### config.mk
export PLATFORM = sky130hd
export DESIGN_NAME = bus_arbiter
export DESIGN_NICKNAME = d
export VERILOG_FILES = /design/src/rtl/bus_arbiter_pkg.sv /design/src/rtl/bus_arbiter_rr_pick.sv /design/src/rtl/bus_arbiter.sv
export SDC_FILE = /design/constraint.sdc
export NUM_CORES = 1
export LEC_CHECK = 0
export CAP_MARGIN = 20
export CORE_AREA = 2 2 39 41
export CTS_CLUSTER_DIAMETER = 30
export DETAILED_ROUTE_END_ITERATION = 6
export DIE_AREA = 0 0 41 43
export DONT_BUFFER_PORTS = 1
export GPL_TIMING_DRIVEN = 1
export PLACE_DENSITY = 0.67
export SETUP_SLACK_MARGIN = 0.4
export SLEW_MARGIN = 40
export SYNTH_ARGS = -nofsm -noshare
export SYNTH_HDL_FRONTEND = slang
export SYNTH_SLANG_ARGS = --single-unit
### constraint.sdc
create_clock -name clk -period 2.4 [get_ports clk]
set_input_delay 0.36 -clock clk [delete_from_list [all_inputs] [get_ports clk]]
set_output_delay 0.36 -clock clk [all_outputs]
set_load 0.05 [all_outputs]
### src/rtl/bus_arbiter_pkg.sv
// -----------------------------------------------------------------------------
// bus_arbiter_pkg
// Shared definitions for the four-master system bus arbiter: master count,
// owner index width, master index constants, arbiter state encoding, the
// active-low signalling levels and a small one-hot helper.
// No ports (package).
// -----------------------------------------------------------------------------
package bus_arbiter_pkg;

    localparam int NUM_MASTERS = 4;
    localparam int OWNER_W     = 2;

    localparam logic [OWNER_W-1:0] BUS_OWNER_IF   = 2'd0;
    localparam logic [OWNER_W-1:0] BUS_OWNER_MEM  = 2'd1;
    localparam logic [OWNER_W-1:0] BUS_OWNER_AUX0 = 2'd2;
    localparam logic [OWNER_W-1:0] BUS_OWNER_AUX1 = 2'd3;

    typedef enum logic {
        BUS_ARB_IDLE  = 1'b0,
        BUS_ARB_OWNED = 1'b1
    } arb_state_t;

    localparam logic LEVEL_ASSERTED_N   = 1'b0;
    localparam logic LEVEL_DEASSERTED_N = 1'b1;

    // Active-high one-hot vector with only the bit for master idx set.
    function automatic logic [NUM_MASTERS-1:0] owner_onehot(input logic [OWNER_W-1:0] idx);
        return NUM_MASTERS'(1) << idx;
    endfunction

endpackage

### src/rtl/bus_arbiter_rr_pick.sv
// -----------------------------------------------------------------------------
// rr_pick
// Combinational round-robin priority picker. Searches the active-high request
// vector starting at index 'start' and wrapping around; the first requester
// found wins.
// Ports:
//   req     in  4  active-high request vector
//   start   in  2  index searched first
//   winner  out 2  index of the winning requester (start when none)
//   valid   out 1  high when at least one request is present
// -----------------------------------------------------------------------------
module rr_pick
    import bus_arbiter_pkg::*;
(
    input  logic [NUM_MASTERS-1:0] req,
    input  logic [OWNER_W-1:0]     start,
    output logic [OWNER_W-1:0]     winner,
    output logic                   valid
);

    // Walk the offsets from the farthest to the nearest so that the nearest
    // requester to 'start' is the last assignment and therefore wins. The
    // 2-bit index addition wraps naturally modulo four.
    always_comb begin
        logic [OWNER_W-1:0] idx;
        winner = start;
        valid  = 1'b0;
        idx    = start;
        for (int i = NUM_MASTERS - 1; i >= 0; i--) begin
            idx = start + OWNER_W'(i);
            if (req[idx]) begin
                winner = idx;
                valid  = 1'b1;
            end
        end
    end

endmodule

### src/rtl/bus_arbiter.sv
// -----------------------------------------------------------------------------
// bus_arbiter
// Round-robin arbiter sharing the system bus between four masters (IF, MEM,
// AUX0, AUX1). Requests and grants are active low; grants are registered and
// never more than one is low. Ownership is held until the owner releases its
// request; the next master is granted on the same edge with no idle cycle.
//
// Optional feature: define BUS_ARB_TIMEOUT_EN to bound ownership. While other
// masters wait, a hold counter runs; when it reaches TIMEOUT_CYCLES-1 the
// grant is revoked, handed on, and timeout_err pulses for one cycle. Without
// the macro ownership is unbounded and timeout_err is tied low.
//
// Ports:
//   clk                      in  1  system clock
//   reset                    in  1  asynchronous reset, active low
//   m0_req_ .. m3_req_       in  1  bus request per master, active low
//   m0_grnt_ .. m3_grnt_     out 1  bus grant per master, active low
//   bus_owner                out 2  current/last owner index, steers bus mux
//   bus_busy                 out 1  high while a grant is asserted
//   timeout_err              out 1  one-cycle pulse on forced revocation
// -----------------------------------------------------------------------------
module bus_arbiter
    import bus_arbiter_pkg::*;
#(
    parameter int TIMEOUT_CYCLES = 256
)
(
    input  logic               clk,
    input  logic               reset,
    input  logic               m0_req_,
    input  logic               m1_req_,
    input  logic               m2_req_,
    input  logic               m3_req_,
    output logic               m0_grnt_,
    output logic               m1_grnt_,
    output logic               m2_grnt_,
    output logic               m3_grnt_,
    output logic [OWNER_W-1:0] bus_owner,
    output logic               bus_busy,
    output logic               timeout_err
);

    arb_state_t               state;
    logic [NUM_MASTERS-1:0]   grnt_n;
    logic [NUM_MASTERS-1:0]   req;
    logic [NUM_MASTERS-1:0]   owner_mask;
    logic [NUM_MASTERS-1:0]   pick_req;
    logic [OWNER_W-1:0]       search_start;
    logic [OWNER_W-1:0]       pick_winner;
    logic                     pick_valid;
    logic                     owner_req;
    logic                     revoke;
    logic                     handover;

    assign req          = ~{m3_req_, m2_req_, m1_req_, m0_req_};
    assign owner_mask   = owner_onehot(bus_owner);
    assign owner_req    = |(req & owner_mask);
    assign search_start = bus_owner + OWNER_W'(1);

    // While owned, the owner is masked out of the search so that a revoked
    // owner cannot win its own grant back; on a normal release its request
    // is already inactive, so the mask changes nothing there.
    assign pick_req = (state == BUS_ARB_OWNED) ? (req & ~owner_mask) : req;

    rr_pick u_pick (
        .req    (pick_req),
        .start  (search_start),
        .winner (pick_winner),
        .valid  (pick_valid)
    );

`ifdef BUS_ARB_TIMEOUT_EN
    logic [15:0] hold_cnt;
    logic        others_req;

    assign others_req = |(req & ~owner_mask);
    assign revoke     = (state == BUS_ARB_OWNED) && owner_req && others_req &&
                        (hold_cnt == 16'(TIMEOUT_CYCLES - 1));

    // Hold counter counts contended ownership cycles. It restarts whenever the
    // grant moves (new grant from idle, release, revocation) or nobody else is
    // waiting. Revocation fires at the limit, so the counter never wraps.
    always_ff @(posedge clk or negedge reset) begin
        if (!reset) begin
            hold_cnt    <= '0;
            timeout_err <= 1'b0;
        end else begin
            timeout_err <= revoke;
            if ((state != BUS_ARB_OWNED) || !owner_req || !others_req || revoke) begin
                hold_cnt <= '0;
            end else begin
                hold_cnt <= hold_cnt + 16'd1;
            end
        end
    end
`else
    logic unused_timeout_cfg;

    assign revoke             = 1'b0;
    assign timeout_err        = 1'b0;
    assign unused_timeout_cfg = (TIMEOUT_CYCLES != 0);
`endif

    assign handover = (state == BUS_ARB_OWNED) && (!owner_req || revoke);

    // Arbiter FSM with registered grants, owner and busy flag. From IDLE the
    // first winner is granted; while OWNED the grant moves only on release
    // (or revocation), straight to the next winner, falling back to IDLE
    // with bus_owner left at the last owner when no one else is requesting.
    always_ff @(posedge clk or negedge reset) begin
        if (!reset) begin
            state     <= BUS_ARB_IDLE;
            grnt_n    <= {NUM_MASTERS{LEVEL_DEASSERTED_N}};
            bus_owner <= BUS_OWNER_IF;
            bus_busy  <= 1'b0;
        end else begin
            case (state)
                BUS_ARB_IDLE: begin
                    if (pick_valid) begin
                        state     <= BUS_ARB_OWNED;
                        grnt_n    <= ~owner_onehot(pick_winner);
                        bus_owner <= pick_winner;
                        bus_busy  <= 1'b1;
                    end
                end
                BUS_ARB_OWNED: begin
                    if (handover) begin
                        if (pick_valid) begin
                            grnt_n    <= ~owner_onehot(pick_winner);
                            bus_owner <= pick_winner;
                        end else begin
                            state    <= BUS_ARB_IDLE;
                            grnt_n   <= {NUM_MASTERS{LEVEL_DEASSERTED_N}};
                            bus_busy <= 1'b0;
                        end
                    end
                end
                default: begin
                    state    <= BUS_ARB_IDLE;
                    grnt_n   <= {NUM_MASTERS{LEVEL_DEASSERTED_N}};
                    bus_busy <= 1'b0;
                end
            endcase
        end
    end

    assign m0_grnt_ = grnt_n[0];
    assign m1_grnt_ = grnt_n[1];
    assign m2_grnt_ = grnt_n[2];
    assign m3_grnt_ = grnt_n[3];

endmodule

Word level (Yosys, flattened, before mapping)
Cells that the tools add are included.
- bits of input ports: 6
- register bits after elaboration: 8
- logic and storage cells: 59
- output and inout port bits: 8
- multiplexer cells: 31
- shift operators: 2
- magnitude comparators: 4
- bitwise logic cells: 6
- $add $sub $neg: 4
- eq/ne operators: 3
- reductions and logical operators: 5
- operators by type and width (kind ; count):
    $mux 4 ; 4
    $mux 1 ; 13
    $lt 2x3->1 const B ; 4
    $mux 2 ; 6
    $not 4->4 ; 3
    $and 4x4->4 ; 2
    $bmux 1 s2 ; 4
    $pmux 4 s2 ; 1
    $shl 1x2->4 const A ; 2
    $add 2x1->2 const B ; 2
    $add 2x2->2 const B ; 2
    $ne 2x2->1 const B ; 2
    $pmux 1 s2 ; 2
    $pmux 2 s2 ; 1
    $reduce_or 4->1 ; 1
    $reduce_and 3->1 ; 1
    $ne 2x1->1 const B ; 1
    $reduce_and 2->1 ; 1
    $logic_and 1x1->1 ; 1
    $logic_not 1->1 ; 1
    $not 1->1 ; 1

Logic depth before layout (Yosys ltp)
Gate-level depths: netlist of run 1.
- depth in word-level cells: 15
- depth in mapped cells: 7
- gate-level depth less buffers: 7

Modules after synthesis
A second synthesis of run 1 with hierarchy kept.
- cells, all modules: 61
- area, all modules: 600.6 µm²
- modules (own cells, without submodules) (module ; cells an instance ; instances ; area each (µm²) ; seq. area each (µm²)):
    bus_arbiter ; 45 ; 1 ; 500.5 ; 205.2
    rr_pick ; 16 ; 1 ; 100.1 ; 0.0

Worst setup path before layout of run 1
No wires, ideal clock.
- path type: register to register
- start: reg bus_owner[0]
- end: reg grnt_n[1]
- data arrival time: 2.461 ns
- required time: 2.320 ns
- library setup time: 0.080 ns
- path slack: -0.140 ns
- cell stages (with the launch flop): 8
- buffers on the path: 0
- period minus slack after synthesis: 2.540 ns
- cell sequence: dfrtp_1 > inv_1 > ha_1 > mux2_4 > a221o_1 > o2111a_1 > a22o_1 > o22a_1
- cells in the longest elaborated chain, start to end: 15
- elaborated cells on any way between the ends: 37
- classes of those cells: add/sub: 4; eq/ne: 2; shift: 2; mux: 21; bitwise: 4; reduce/logical: 4
- RTL lines (what ; line ; text):
    start, declared ; bus_arbiter.sv:38 ; output logic [OWNER_W-1:0] bus_owner,
    start signal, assigned ; bus_arbiter.sv:122 ; bus_owner <= pick_winner;
    start signal, assigned ; bus_arbiter.sv:130 ; bus_owner <= pick_winner;
    branches (longest 15 deep; another with $add 2x1->2) ; -- ;
    end signal, assigned ; bus_arbiter.sv:121 ; grnt_n <= ~owner_onehot(pick_winner);
    end signal, assigned ; bus_arbiter.sv:129 ; grnt_n <= ~owner_onehot(pick_winner);
    end signal, assigned ; bus_arbiter.sv:133 ; grnt_n <= {NUM_MASTERS{LEVEL_DEASSERTED_N}};
    end, declared ; bus_arbiter.sv:44 ; logic [NUM_MASTERS-1:0] grnt_n;
Parallel ways; which one is timed is not known. The select of a mux whose other input is x is not followed.
A chain may end at the register's enable or synchronous reset.

Worst setup path in the final report of run 1
Ends and elaborated chain as after synthesis.

==> results.toml, run 1 <==
[outcome]
status = "finished, final reports clean"

[worst_setup_path]
startpoint = "bus_owner[0]"
endpoint = "grnt_n[1]"
end_kind = "register"
crit_path_start_kind = "register"
crit_arrival_ps = 2310
reg2regPathDepth = 6
rr_startpoint = "bus_owner[0]"
rrSetupSlack_ps = 270
regToRegEndpoint = "grnt_n[1]"
cp_max_fo = 9
critPathKind = "reg2reg"
crit_required_ps = 2580

[route]
firstDrtPassIters = 4
wl_um = 1580
highest_layer = "met4"
route.met2.wl_um = 819
drc = 0
vias_per_cell = 6.17
routedWlPerCell_um = 15.9
wl_met1_um = 663
vias = 611
wl_met3_um = 58
ant_nets = 0
dr.first_iter.drc_count = 13

[floorplanning]
dieHeight_um = 43
row_count = 14
die_w_um = 41
io_pins = 14
dieArea_mm2 = 0.00176
core-area_mm2 = 0.00138
start_util_pct = 50.2

[synthesis]
ys_seq_elements = 8
syn_area_um2 = 694
synth-async-reset-ratio_pct = 100
synth_seq_area_share_pct = 29.5
synth_cell_types = 37
avgSynthCellArea_um2 = 9.38
syn-num-nets = 84
synth_cells = 74
yosysWarningCount = 0
synth-main-ff-cell = "dfstp_2"
synth_edf_count = 0

[final_layout]
nets = 94
drive_gt1_share_pct = 32.5
area_growth_pct = 20.4
diodes = 0
fill_cells = 130
finalInstanceArea_um2 = 836
layout_common_cells = "a21oi_1, buf_4, nor2b_1, nor2_1, dfstp_2"
finalCoreUtilization_pct = 60.4

[cts]
clockRootBuffer = "clkbuf_4"
cts_tree = "yes"
clk_latency_ps = 250
cts_made_buffers = 3
clock_path_buffers = 2
ctsHtreeMaxLevel = 1
cts.sinks = 8
clk_pin_slew_worst_paths_ps = 50

[place]
io_buffers = 0
place_area_um2 = 753
place_congestion = 0.789
pre_cts_slack_ps = 161
hpwl_um = 1170

[global_route]
antenna_found_initial = 0
grt_pass1_wl_um = 2610
grt_pass1_vias = 646
grt_usage_pct = 22.3
grt_start_max_net_pins = 16
grt_overflow_total = 0

[timing]
max_freq_mhz = 469
layout_setup_ws_ps = 270
slew_violations = 0
rsz0062_at_grt = "true"
period_needed_ps = 2130
finalSetupViolCount = 0
fin_crit_sh_pct = 88.8
finalSetupTns_ps = 0
hold_viol = 0
clock-skew-final_ps = 5.02

[run]
drv_cap = 0

[min_path]
hold_class = "in2async"
[registers in the layout, summed over array words and instances (netlist names)]
register / flops
bus_busy: 1
state: 1
bus_owner: 2
grnt_n: 4
[how the worst min path moves through the flow]
stage               startpoint      endpoint  slack [ps]  cells after the start
global route             reset      bus_busy         480                      1
finish                   reset         state         450                      1
detailed placement       reset  bus_owner[0]          60                      0
CTS                      reset         state         450                      1
floorplan                reset      bus_busy          60                      0
global placement         reset  bus_owner[0]          60                      0
[stage by stage]
step	hold WS, ps	instances
floorplan	64.4	74
global placement	64.7	89
detailed placement	64.7	89
CTS	445	97
global route	481	99
finish	453	99
[cell type report]
type / count / area, um^2 / share of cell area [%]
Tap cell: 16 / 20.0 / 2.40
Inverter: 2 / 10.0 / 1.20
Clock buffer: 4 / 26.3 / 3.14
Multi-Input combinational cell: 61 / 507 / 60.6
Timing Repair Buffer: 8 / 62.6 / 7.49
Sequential cell: 8 / 210 / 25.1
[per-layer routing]
layer	GRT usage, %	up-vias
met3	4.19	4
met1	25.5	283
li1	-	307
met5	0	-
met4	12.7	0
met2	36.3	17
[critical path, stage by stage, from the launching register on]
cell      delay, ps
dfrtp_4         540
ha_4            200
mux2_4          260
a221o_1         370
o2111a_1        260
a22o_1          250
o22a_1          180
[cell usage after synthesis (2+ instances only)]
cell / instances / area share [%]
o211ai_1: 2 / 2.2
a21o_1: 3 / 3.2
o22a_1: 2 / 2.5
dfrtp_1: 4 / 14
mux2_1: 2 / 3.2
nor2b_1: 6 / 5.4
a22o_1: 2 / 2.5
a221o_1: 2 / 2.9
o21a_1: 2 / 2.2
dfstp_2: 4 / 15
a221oi_1: 2 / 2.5
inv_1: 2 / 1.1
a21oi_1: 7 / 5.0
a211oi_1: 2 / 2.2
o22ai_1: 2 / 1.8
ha_1: 4 / 7.2
nor2_1: 4 / 2.2
and2_1: 2 / 1.8
mux2_2: 2 / 3.2
[kinds of logic (layout without fill, tap and decap cells)]
logic type	Yosys count	in the layout	share of synthesized area, %
AO/OA/AOI/OAI	33	33	35.5
AND/OR/NAND/NOR	18	18	15.1
other	1	1	0.540
adder cells (fa/ha/maj)	4	4	7.21
buffers and inverters	5	14	3.42
flip-flops	8	8	29.6
multiplexers	5	5	8.65
[what timing repair did]
item | 4_1_cts | 5_1_grt
cloned | 0 | 0
hold endpoints to repair | 8 | 0
resized for setup | 2 | 0
hold buffers | 1 | 0
endpoints found under the setup margin | 6 | 7
buffers inserted | 3 | 2
Power of run 1 is left out: the tool's default activity adds up to more than one toggle a clock period on the data nets, which glitch-free logic cannot reach.
==> run 2: changes to the inputs <==
==> constraint.sdc (replaced) <==
create_clock -name clk -period 2.25 [get_ports clk]
set_input_delay 0.3375 -clock clk [delete_from_list [all_inputs] [get_ports clk]]
set_output_delay 0.3375 -clock clk [all_outputs]
set_load 0.05 [all_outputs]
==> run 2 against run 1 <==
Compared with the run above:
- global-route usage is 2.1 points lower
- flip-flop and latch count stayed put
- via count is 6.2% higher
- wire length is 15% higher
- critical path depth stayed put
- sequential share of layout area is 2.1 points lower
- register-to-register slack worse by 120 ps
- cell area is 9.1% higher
- critical endpoint unchanged
- highest routed layer unchanged
==> results.toml, run 2 (synthesis results as in run 1) <==
[final_layout]
fill_cells = 124
layout_common_cells = "buf_4, a21oi_1, nor2b_1, nor2_1, dfstp_2"
largest_register_ffs = 4
area_growth_pct = 31.4
largest-register = "grnt_n"
drive_gt1_share_pct = 43.5
layout_commonest_cell = "buf_4"
reg_top3 = "grnt_n (4), bus_owner (2)"
diodes = 0
nets = 96

[global_route]
grt_usage_pct = 20.2
grt_start_max_net_pins = 16
grt_pass1_wl_um = 2490
antenna_found_initial = 0
grt_overflow_total = 0
grt_pass1_vias = 608

[floorplanning]
start_util_pct = 50.2
dieHeight_um = 43
io_pins = 14
die_w_um = 41
dieArea_mm2 = 0.00176
row_count = 14
core-area_mm2 = 0.00138

[worst_setup_path]
critPathKind = "reg2reg"
regToRegEndpoint = "grnt_n[1]"
rr_startpoint = "bus_owner[0]"
cp_top_family = "compound AO/OA/AOI/OAI gates"
cp_max_fo = 7
crit_arrival_ps = 2270
rrSetupSlack_ps = 150
crit_required_ps = 2420
crit_buf_inv = 0
crit_path_start_kind = "register"
end_kind = "register"
startpoint = "bus_owner[0]"
endpoint = "grnt_n[1]"
path_cells = "ha_2, mux2_2, a221o_1, a21o_1, a22o_1, o22a_1"
slowest_delay_ps = 530
crit_cells = 6
reg2regPathDepth = 6
critPathSlowestCell = "dfrtp_4"

[place]
pre_cts_slack_ps = 129
place_congestion = 0.752
hpwl_um = 1230
io_buffers = 0

[timing]
layout_setup_ws_ps = 150
hold_viol = 0
finalSetupTns_ps = 0
period_needed_ps = 2100
max_freq_mhz = 476
clock-skew-final_ps = 3.63
slew_violations = 0
slew_headroom_pct = 62.0
tightest_slew_ps = 569
fin_crit_sh_pct = 93.3
finalSetupViolCount = 0
rsz0062_at_grt = "true"

[cts]
ctsHtreeMaxLevel = 1
cts.sinks = 8
cts_tree = "yes"
clk_pin_slew_worst_paths_ps = 50
clock_path_buffers = 2
cts_made_buffers = 3
clockRootBuffer = "clkbuf_4"
clk_latency_ps = 250

[route]
dr.first_iter.drc_count = 3
firstDrtPassIters = 4
vias_per_cell = 6.43
vias = 649
routedWlPerCell_um = 17.9
wl_um = 1810
ant_nets = 0
drc = 0

[min_path]
hold_class = "in2async"

[outcome]
status = "finished, final reports clean"

[run]
drv_cap = 0
==> run 2: cell types whose count changed in the layout (fill, tap and decap cells not counted), sizes merged <==
cell / before / now
buf: 7 / 9
==> run 2: final cells by class <==
cell class              count  area, um^2  share of cell area (%)
inverters                   2        12.5                    1.37
flip-flops and latches      8         210                    23.0
multi-input cells          61         566                    62.0
clock buffers               4        26.3                    2.88
well taps                  16        20.0                    2.19
repair buffers             10        77.6                    8.50
==> run 2: worst min-delay path by stage <==
stage / endpoint / start / slack, ps / depth (start not counted)
after floorplan: bus_busy / reset / 40 / 0
after global placement: bus_owner[1] / reset / 40 / 0
after detailed placement: bus_owner[1] / reset / 40 / 0
after CTS: bus_owner[0] / reset / 420 / 1
after global routing: bus_busy / reset / 460 / 1
final: bus_busy / reset / 430 / 1
==> run 2: what timing repair did <==
action,CTS,global route
resized for setup,3,10
endpoints found under the setup margin,7,7
endpoints found under the hold margin,8,0
hold buffers,1,0
pin swaps,2,3
setup buffers,3,2
==> run 2: per-stage QoR <==
stage,hold slack [ps],instances,instance area [um^2],util (%)
after global placement,42.2,91,771,55.7
after detailed placement,42.2,91,771,55.7
final,432,101,912,65.9
after global routing,463,101,912,65.9
after CTS,425,99,835,60.3
after floorplan,41.9,74,737,-
==> run 2: routing by layer <==
layer | global-route usage (%) | wire length [um] | vias up
li1 | - | - | 311
met1 | 24.7 | 708 | 322
met2 | 35.9 | 1010 | 14
met3 | 0.524 | 65 | 2
met4 | 6.00 | 28 | 0
met5 | 0 | 0 | -
Power of run 2 is left out for the same reason.
==> edit, RTL diff (settings of run 2) <==
`NUM_MASTERS`: 4 -> 8.
--- a/src/rtl/bus_arbiter_pkg.sv
+++ b/src/rtl/bus_arbiter_pkg.sv
@@ -7,7 +7,7 @@
 // -----------------------------------------------------------------------------
 package bus_arbiter_pkg;
 
-    localparam int NUM_MASTERS = 4;
+    localparam int NUM_MASTERS = 8;
     localparam int OWNER_W     = 2;
 
     localparam logic [OWNER_W-1:0] BUS_OWNER_IF   = 2'd0;
Formal check against the unedited RTL: same outputs for any inputs over 10 cycles, from zero or initial values and one cycle with reset low; that may be too few to reach the edited logic, so the function may still have changed.
==> edit against run 2 <==
  * Worst setup slack worse by 15 ps
  * Sequential cell count stayed put
  * Cell count increased by 8.9%
  * Critical path depth increased by 2
  * Cell area is 0.41% lower
  * Area after synthesis is 3.4% higher
  * Count of clock-buffer cells in the layout unchanged
  * Wire length down 13%
  * Largest cell class unchanged
Power is not shown: default switching activity piles up to over one toggle a cycle in this logic, so the estimate is an artifact.
==> edit: results (changes against run 2) <==
- Cell variety after synth: 38 (was 37)
- Global routing usage summed across all routing layers: 21.7% (was 20.2%)
- Number of buffers added for setup after CTS: 7 (was 3)
- Resize count post-CTS: 9 (was 3)
- Number of instances in the placed design: 98 (was 91)
- Global-route wire length before repair: 2620 um (was 2490 um)
- Maximum number of pins on one net before global-route repair: 9 (was 16)
- Detail Route met3 WL: 59 um (was 65 um)
- Cell types with the highest counts after synthesis: sky130_fd_sc_hd__a21oi_1 (9), sky130_fd_sc_hd__inv_1 (7), sky130_fd_sc_hd__nor2_1 (7) (was sky130_fd_sc_hd__a21oi_1 (7), sky130_fd_sc_hd__nor2b_1 (6))
- Area growth syn-to-layout: 26.5% (was 31.4%)
- CP max stage delay: 480 ps (was 530 ps)
- Routed wirelength normalized by instance count: 14.3 um (was 17.9 um)
- Instance area at placement: 772 sq um (was 771 sq um)
- Min cycle time layout: 2110 ps (was 2100 ps)
- DRC violation total after the first TritonRoute iteration: 19 (was 3)
- Number of vias per cell after detailed routing: 5.73 (was 6.43)
- Metal2 WL: 799 um (was 1010 um)
- Fraction of final layout cells sized beyond drive strength 1: 46.8% (was 43.5%)
- Nets: 105 (was 96)
- Hold/Removal Path Class: input pin to flop (was input pin to asynchronous set/reset pin)
- Hold Path End: grnt_n[2]$_DFFE_PN1P_
- Result of the run: finished, final reports clean (unchanged)
- Number of standard cells after synthesis: 81 (was 74)
- Hold slack: 392 ps (was 432 ps)
- Setup WS pre-CTS: 67.3 ps (was 129 ps)
- Clock tree skew after final layout: 4.11 ps (was 3.63 ps)
- Cell types occupying the most area after synthesis: sky130_fd_sc_hd__dfstp_2 (15%), sky130_fd_sc_hd__dfrtp_1 (14%), sky130_fd_sc_hd__ha_1 (7.0%) (was sky130_fd_sc_hd__dfstp_2 (15%), sky130_fd_sc_hd__dfrtp_1 (14%), sky130_fd_sc_hd__ha_1 (7.2%))
- Sequential cell area fraction in the yosys report: 28.6% (was 29.5%)
- Global Route met3 Usage: 2.09% (was 0.524%)
- Maximum fanout along the worst path: 6 (was 7)
- Number of cells on the worst reg-to-reg path: 8 (was 6)
- Estimated wirelength of the detail-placed design: 1130 um (was 1230 um)
- Met1 routing resource usage after global routing: 27.1% (was 24.7%)
- Nets in the synthesized netlist: 91 (was 84)
- Final RePlAce weighted congestion: 0.837 (was 0.752)
- Slowest cell on crit path: sky130_fd_sc_hd__dfrtp_2 (was sky130_fd_sc_hd__dfrtp_4)
- Number of global-route vias before repair: 638 (was 608)
edit: changes by cell type in the layout (fill, tap and decap cells not counted), sizes merged, moves of 3 or more:
cell,change
inv,+5
nor2b,-6
nand2,+4
buf,+4
o21ai,+3
nor2,+3
edit: layout make-up:
| class | instances | area [sq um] |
|---|---|---|
| repair buffers | 14 | 115 |
| inverters | 7 | 31.3 |
| clock buffers | 4 | 26.3 |
| fillers | 128 | 475 |
| flip-flops and latches | 8 | 208 |
| well taps | 16 | 20.0 |
| multi-input cells | 61 | 508 |
edit: logic make-up (layout without fill, tap and decap cells):
| group | count (synthesis) | after routing | share of synthesized area (%) |
|---|---|---|---|
| AOI/OAI and AO/OA | 29 | 29 | 29.1 |
| and+or+nand+nor | 21 | 21 | 15.5 |
| buffers and inverters | 12 | 25 | 8.54 |
| DFF | 8 | 8 | 28.6 |
| muxes | 6 | 6 | 10.8 |
| adders and majority gates | 4 | 4 | 6.97 |
| other | 1 | 1 | 0.522 |
